==> src/rtl/fifo_wr_arbiter_pkg.sv <==
// fifo_wr_arbiter_pkg
//   Shared constants and types for the FIFO write-port arbiter.
//   DATA_WIDTH : FIFO word width
//   NUM_REQ    : number of producers sharing the write port (2..8)
//   MAX_BURST  : words accepted per grant (power of two, >= 2)
package fifo_wr_arbiter_pkg;

   localparam int DATA_WIDTH = 8;
   localparam int NUM_REQ    = 4;
   localparam int MAX_BURST  = 8;

   localparam int REQ_W = $clog2(NUM_REQ);
   localparam int CNT_W = $clog2(MAX_BURST);

   typedef enum logic {
      IDLE  = 1'b0,
      BURST = 1'b1
   } arb_state_e;

   // Producer index increment; wraps explicitly so non-power-of-two
   // NUM_REQ never lands on a nonexistent producer.
   function automatic logic [REQ_W-1:0] wrap_inc(input logic [REQ_W-1:0] v);
      return (v == REQ_W'(NUM_REQ-1)) ? '0 : v + 1'b1;
   endfunction

endpackage

==> src/rtl/fifo_wr_arbiter_if.sv <==
// fifo_wr_arbiter_if
//   Bundles producer-side handshake and FIFO write-port signals.
//   master : arbiter side (drives gnt/ack/winc/wdata/busy)
//   slave  : producers + FIFO side (drives req/req_data/req_last/wfull)
interface fifo_wr_arbiter_if;
   import fifo_wr_arbiter_pkg::*;

   logic [NUM_REQ-1:0]            req;
   logic [NUM_REQ*DATA_WIDTH-1:0] req_data;
   logic [NUM_REQ-1:0]            req_last;
   logic [NUM_REQ-1:0]            gnt;
   logic [NUM_REQ-1:0]            ack;
   logic                          wfull;
   logic                          winc;
   logic [DATA_WIDTH-1:0]         wdata;
   logic                          busy;

   modport master (
      input  req, req_data, req_last, wfull,
      output gnt, ack, winc, wdata, busy
   );

   modport slave (
      output req, req_data, req_last, wfull,
      input  gnt, ack, winc, wdata, busy
   );

endinterface

==> src/rtl/fifo_wr_arbiter_rr_pick.sv <==
// rr_pick
//   Combinational round-robin priority selector.
//   req   : request vector
//   ptr   : highest-priority index this round
//   valid : any request present
//   idx   : first set request at or after ptr, wrapping modulo N
module rr_pick #(
   parameter  int N = 4,
   localparam int W = $clog2(N)
) (
   input  logic [N-1:0] req,
   input  logic [W-1:0] ptr,
   output logic         valid,
   output logic [W-1:0] idx
);

   // Scan from farthest to nearest so the nearest hit overwrites the rest.
   always_comb begin
      valid = |req;
      idx   = '0;
      for (int k = N-1; k >= 0; k--) begin
         if (req[(int'(ptr) + k) % N])
            idx = W'((int'(ptr) + k) % N);
      end
   end

endmodule

==> src/rtl/fifo_wr_arbiter.sv <==
// fifo_wr_arbiter
//   Round-robin arbiter sharing the async FIFO write port among NUM_REQ
//   producers, in bursts of up to MAX_BURST words.
//   wclk   : write-domain clock
//   wrst_n : asynchronous active-low reset
//   bus    : producer req/req_data/req_last/gnt/ack, FIFO wfull/winc/wdata, busy
//
//   state | meaning
//   ------+-------------------------------------------------------------
//   IDLE  | no owner; arbitrate among requests, no writes this cycle
//   BURST | owner holds the write port until last word, cap, or req drop
module fifo_wr_arbiter
   import fifo_wr_arbiter_pkg::*;
(
   input  logic              wclk,
   input  logic              wrst_n,
   fifo_wr_arbiter_if.master bus
);

   arb_state_e         state, state_nxt;
   logic [REQ_W-1:0]   owner, owner_nxt;
   logic [REQ_W-1:0]   rr_ptr, rr_ptr_nxt;
   logic [CNT_W-1:0]   burst_cnt, burst_cnt_nxt;
   logic [NUM_REQ-1:0] gnt_q, gnt_nxt;
   logic               busy_q, busy_nxt;

   logic               pick_valid;
   logic [REQ_W-1:0]   pick_idx;
   logic               accept;
   logic               burst_end;
   logic               winc_c;
   logic [NUM_REQ-1:0] ack_c;
   logic [DATA_WIDTH-1:0] wdata_c;

   rr_pick #(.N(NUM_REQ)) u_rr_pick (
      .req   (bus.req),
      .ptr   (rr_ptr),
      .valid (pick_valid),
      .idx   (pick_idx)
   );

   always_ff @(posedge wclk or negedge wrst_n) begin
      if (!wrst_n) begin
         state     <= IDLE;
         owner     <= '0;
         rr_ptr    <= '0;
         burst_cnt <= '0;
         gnt_q     <= '0;
         busy_q    <= 1'b0;
      end else begin
         state     <= state_nxt;
         owner     <= owner_nxt;
         rr_ptr    <= rr_ptr_nxt;
         burst_cnt <= burst_cnt_nxt;
         gnt_q     <= gnt_nxt;
         busy_q    <= busy_nxt;
      end
   end

   always_comb begin
      state_nxt     = state;
      owner_nxt     = owner;
      rr_ptr_nxt    = rr_ptr;
      burst_cnt_nxt = burst_cnt;
      gnt_nxt       = gnt_q;
      busy_nxt      = busy_q;
      accept        = 1'b0;
      burst_end     = 1'b0;
      winc_c        = 1'b0;
      ack_c         = '0;
      wdata_c       = '0;

      case (state)
         IDLE: begin
            if (pick_valid) begin
               state_nxt          = BURST;
               owner_nxt          = pick_idx;
               burst_cnt_nxt      = '0;
               gnt_nxt            = '0;
               gnt_nxt[pick_idx]  = 1'b1;
               busy_nxt           = 1'b1;
            end
         end
         BURST: begin
            // wfull is registered by the FIFO, so gating here is glitch-free
            accept         = bus.req[owner] & ~bus.wfull;
            winc_c         = accept;
            ack_c[owner]   = accept;
            wdata_c        = bus.req_data[owner*DATA_WIDTH +: DATA_WIDTH];
            // A dropped request releases even while stalled on full.
            burst_end = ~bus.req[owner] |
                        (accept & (bus.req_last[owner] |
                                   (burst_cnt == CNT_W'(MAX_BURST-1))));
            if (accept)
               burst_cnt_nxt = burst_cnt + 1'b1;
            if (burst_end) begin
               state_nxt     = IDLE;
               gnt_nxt       = '0;
               busy_nxt      = 1'b0;
               burst_cnt_nxt = '0;
               rr_ptr_nxt    = wrap_inc(owner);
            end
         end
         default: state_nxt = IDLE;
      endcase
   end

   assign bus.gnt   = gnt_q;
   assign bus.busy  = busy_q;
   assign bus.winc  = winc_c;
   assign bus.ack   = ack_c;
   assign bus.wdata = wdata_c;

endmodule

==> src/flat_wrapper.sv <==
// flat-port wrapper written by rule: the top's interface ports become plain ports
module fifo_wr_arbiter_flat import fifo_wr_arbiter_pkg::*;
  (wclk, wrst_n, bus_req, bus_req_data, bus_req_last, bus_wfull, bus_gnt, bus_ack, bus_winc, bus_wdata, bus_busy);
  fifo_wr_arbiter_if bus_i ();
  input  logic wclk;
  input  logic wrst_n;
  input wire logic [$bits(bus_i.req)-1:0] bus_req;
  input wire logic [$bits(bus_i.req_data)-1:0] bus_req_data;
  input wire logic [$bits(bus_i.req_last)-1:0] bus_req_last;
  input wire logic [$bits(bus_i.wfull)-1:0] bus_wfull;
  output wire logic [$bits(bus_i.gnt)-1:0] bus_gnt;
  output wire logic [$bits(bus_i.ack)-1:0] bus_ack;
  output wire logic [$bits(bus_i.winc)-1:0] bus_winc;
  output wire logic [$bits(bus_i.wdata)-1:0] bus_wdata;
  output wire logic [$bits(bus_i.busy)-1:0] bus_busy;
  assign bus_i.req = bus_req;
  assign bus_i.req_data = bus_req_data;
  assign bus_i.req_last = bus_req_last;
  assign bus_i.wfull = bus_wfull;
  assign bus_gnt = bus_i.gnt;
  assign bus_ack = bus_i.ack;
  assign bus_winc = bus_i.winc;
  assign bus_wdata = bus_i.wdata;
  assign bus_busy = bus_i.busy;
  fifo_wr_arbiter u_core (.wclk(wclk), .wrst_n(wrst_n), .bus(bus_i));
endmodule
==> config.mk <==
export PLATFORM = sky130hd
export DESIGN_NAME = fifo_wr_arbiter_flat
export DESIGN_NICKNAME = d
export VERILOG_FILES = /design/src/rtl/fifo_wr_arbiter_pkg.sv /design/src/rtl/fifo_wr_arbiter_if.sv /design/src/rtl/fifo_wr_arbiter_rr_pick.sv /design/src/rtl/fifo_wr_arbiter.sv /design/src/flat_wrapper.sv
export SDC_FILE = /design/constraint.sdc
export NUM_CORES = 1
export LEC_CHECK = 0
export CORE_MARGIN = 2
export CORE_UTILIZATION = 37
export DETAILED_ROUTE_END_ITERATION = 7
export GPL_TIMING_DRIVEN = 0
export PLACE_DENSITY_LB_ADDON = 0.3
export SYNTH_ARGS = -nofsm -noshare
export SYNTH_HDL_FRONTEND = slang
export SYNTH_HIERARCHICAL = 1
export SYNTH_SLANG_ARGS = --single-unit
==> constraint.sdc <==
create_clock -name wclk -period 2.1 [get_ports wclk]
set_input_delay 0.21 -clock wclk [delete_from_list [all_inputs] [get_ports wclk]]
set_output_delay 0.21 -clock wclk [all_outputs]
set_load 0.01 [all_outputs]
==> impl_metrics.py <==
metrics = {
    "detailed_routing": {
        "routed_wirelength_um": 2950,
        "vias_per_cell": 5.32,
        "drt_first_iter_violations": 17,
        "average_detailed_routed_wire_length_per_instance_um": 15.0,
        "remaining_drc_errors": 0,
        "postRouteAntennaNets": 0,
        "num_vias": 1049,
        "drt_pass1_iterations": 4,
    },
    "final_layout": {
        "antenna-diode-count": 0,
        "total_area_of_multi_input_combinational_cells_um2": 653,
        "nets": 216,
        "number_of_fill_cells": 222,
        "drive_above_1_share": 0.199,
        "syn2layout_area_growth_pct": 70.1,
        "final_instance_area_um2": 1750,
        "layout.area.seq_um2": 328,
    },
    "power_and_ir_drop": {
        "power_density_nw_per_um2": 1140,
        "net-switching-power_w": 0.000751,
        "share_clk_of_total_power": 0.076,
        "p_seq_frac": 0.239,
        "power.internal_w": 0.00124,
        "static-leakage-power_nw": 0.777,
        "power.combinational.fraction": 0.685,
        "p_sw_frac": 0.377,
        "max-vdd-ir-drop_mv": 0.729,
    },
    "logic_synthesis": {
        "synthDistinctLibCells": 26,
        "synthesis.area_per_instance_um2": 10.7,
        "post_synth_main_area_contributors": "dfrtp_1 (32%), mux4_2 (20%), ha_1 (7.3%)",
        "synth-async-reset-ratio": 1.00,
        "synth-seq-cells": 13,
        "synth.net_count": 145,
        "total_of_warnings_raised_by_yosys": 6,
        "mappedNetlistArea_um2": 1030,
        "synthFlopType": "dfrtp_1",
        "netlist.area_leader.share": 0.316,
        "synth_cells": 96,
        "yosysTopAreaCell": "dfrtp_1",
        "number_of_enable_flip_flop_cells_after_synthesis": 0,
        "yosysMostFrequentCell": "dfrtp_1",
        "synth_sequential_area_ratio": 0.316,
        "synth.top_cells.by_count": "dfrtp_1 (13), and2_1 (9), mux4_2 (9)",
    },
    "sta": {
        "finalMaxSlewViolations": 0,
        "timing.fmax_mhz": 486,
        "period_share": 0.979,
        "worst_clock_skew_ns": 0.00298,
        "timing.final.ws_setup_ns": 0.0432,
        "min_period_ns": 2.06,
        "timing_hold_violations_final": 0,
        "max_slew.worst_pin.slew_ns": 0.529,
        "timing.slew.headroom": 0.646,
        "finalHoldWorstSlack_ns": 0.275,
        "setup-violations-final": 0,
        "rsz0062_at_grt": "yes",
    },
    "floorplanning": {
        "floorplan.initialDensity": 0.383,
        "placeable_core_area_um2": 2690,
        "top_level_ports": 61,
        "die_w_um": 56.7,
        "design.die.area_um2": 3220,
        "rows": 19,
        "dieHeight_um": 56.7,
    },
    "grt": {
        "grt.total_usage": 0.189,
        "grt_overflow_total": 0,
        "antenna_violations_before_repair": 0,
        "first_global_vias": 1110,
        "grt_pass1_wl_um": 4660,
        "grt_start_max_net_pins": 14,
    },
    "place": {
        "setup_slack_after_placement_ns": -0.167,
        "io_buffers": 60,
        "dpl-instance-area_um2": 1670,
        "dpl.hpwl_um": 2320,
        "gpl.final_weighted_congestion": 0.732,
    },
    "clocking": {
        "clk_root_buffer_cell": "clkbuf_4",
        "cts_sinks": 13,
        "clkTransAtPathRegs_ns": 0.07,
        "ctsHtreeMaxLevel": 1,
        "clock_latency_ns": 0.28,
        "clock_tree.buffer_depth": 2,
        "cts-buffers-inserted": 3,
        "tritoncts": "done",
    },
    "run_status": {
        "status": "completed",
    },
    "critical_path": {
        "cpMaxStageDelayCell": "dfrtp_2",
        "critical_path.reg2reg.endpoint": "u_core/rr_ptr[1]$_DFFE_PN0P_",
        "critical_path_peak_fanout": 5,
        "r2r_setup_slack_ns": 0.05,
        "critical_path.cell_chain": "buf_4, mux4_2, and2_1, dlygate4sd2_1",
        "number_of_cell_instances_on_the_worst_register_to_register_path": 7,
        "critPathKind": "register to output port",
        "worst_setup_path_start_kind": "register",
        "rr_startpoint": "u_core/owner[0]$_DFFE_PN0P_",
        "arrival_worst_endpoint_ns": 1.85,
        "endpoint_kind": "output port",
        "worst-endpoint-required_ns": 1.89,
        "critPathMaxStageDelay_ns": 0.48,
    },
    "run": {
        "max_cap_viol_count": 0,
    },
    "worst_hold_path": {
        "worst_hold_path_type": "input port to asynchronous set/reset pin",
    },
}
==> registers in the layout, indices dropped and copies added (netlist names) <==
signal and flops:
u_core/state 1, u_core/rr_ptr 2, u_core/owner 2, u_core/burst_cnt 3
u_core/bus.busy 1, u_core/bus.gnt 4
==> how the worst max path moves through the flow <==
stage / startpoint / endpoint / slack [ns] / cells past startpoint
floorplan: u_core/owner[0]$_DFFE_PN0P_ / u_core/burst_cnt[0]$_DFFE_PN0P_ / 0.35 / 4
global placement: u_core/owner[0]$_DFFE_PN0P_ / bus_wdata[5] / -0.16 / 4
detailed placement: u_core/owner[0]$_DFFE_PN0P_ / bus_wdata[5] / -0.17 / 4
CTS: u_core/owner[0]$_DFFE_PN0P_ / bus_wdata[0] / -0.01 / 4
global route: u_core/owner[0]$_DFFE_PN0P_ / bus_wdata[7] / -0.03 / 4
finish: u_core/owner[0]$_DFFE_PN0P_ / bus_wdata[7] / 0.04 / 4
==> layout by cell type, fill, tap and decap left out, drive strengths merged <==
| master | instances |
|---|---|
| a211oi | 2 |
| a21oi | 1 |
| a22o | 3 |
| a22oi | 1 |
| a31o | 1 |
| and2 | 9 |
| and3 | 4 |
| buf | 8 |
| clkbuf | 11 |
| clkdlybuf4s15 | 4 |
| clkdlybuf4s50 | 47 |
| dfrtp | 13 |
| dlygate4sd2 | 5 |
| ha | 6 |
| inv | 6 |
| mux2 | 3 |
| mux2i | 3 |
| mux4 | 9 |
| nand2 | 8 |
| nand2b | 3 |
| nor2 | 8 |
| nor2b | 3 |
| nor3b | 1 |
| o21ai | 3 |
| o32ai | 4 |
==> layout make-up <==
class / instances / share of cell area
clock buffer: 4 / 0.0150
multi-input combinational: 72 / 0.373
inverter: 6 / 0.0129
tap: 31 / 0.0222
timing repair buffer: 66 / 0.366
buffer: 5 / 0.0236
sequential: 13 / 0.187
==> worst max-delay path: cells and delay by family, from the launching register on <==
family        cells  cell delay [ns]
buf+inv           2             0.44
simple gates      1             0.17
flops             1             0.48
mux               1             0.48
==> metal layers <==
metal | part of all wire | GRT usage | wire [um]
met1 | 0.41 | 0.203 | 1200
met2 | 0.49 | 0.332 | 1450
met3 | 0.087 | 0.0484 | 256
met4 | 0.014 | 0.105 | 41
met5 | 0 | 0 | 0
==> timing repair <==
action                                  CTS  global route
hold buffers                              0             0
gates resized for setup                  20            13
setup buffers                             5             0
endpoints found under the setup margin   13             6
gates cloned                              1             0
==> power groups by stage <==
stage	registers [W]	logic (W)	clock network, W
after floorplan	0.000463	0.000763	0
after global placement	0.000462	0.00126	0
after detailed placement	0.000471	0.00128	0
after CTS	0.000467	0.00139	0.000155
after global routing	0.000490	0.00148	0.000164
final	0.000475	0.00137	0.000152
==> kinds of logic (layout without fill, tap and decap cells) <==
| kind of cell | count (synthesis) | after routing | share of synthesized area |
|---|---|---|---|
| buffers and inverters | 11 | 81 | 0.0487 |
| muxes | 15 | 15 | 0.266 |
| and+or+nand+nor | 36 | 36 | 0.181 |
| adders and majority gates | 6 | 6 | 0.0730 |
| AOI/OAI and AO/OA | 15 | 15 | 0.114 |
| DFF | 13 | 13 | 0.316 |
==> per-stage QoR <==
| step | setup TNS, ns | std cells | power [W] | util |
|---|---|---|---|---|
| 3_5_place_dp | -1.36 | 187 | 0.00175 | 0.621 |
| 4_1_cts | -0.0235 | 197 | 0.00201 | 0.657 |
| 6_report | 0 | 197 | 0.00199 | 0.651 |
| 2_1_floorplan | 0 | 96 | 0.00123 | - |
| 5_1_grt | -0.0261 | 197 | 0.00213 | 0.651 |
| 3_3_place_gp | -1.16 | 187 | 0.00172 | 0.621 |
(Power assumes the default switching activity.)
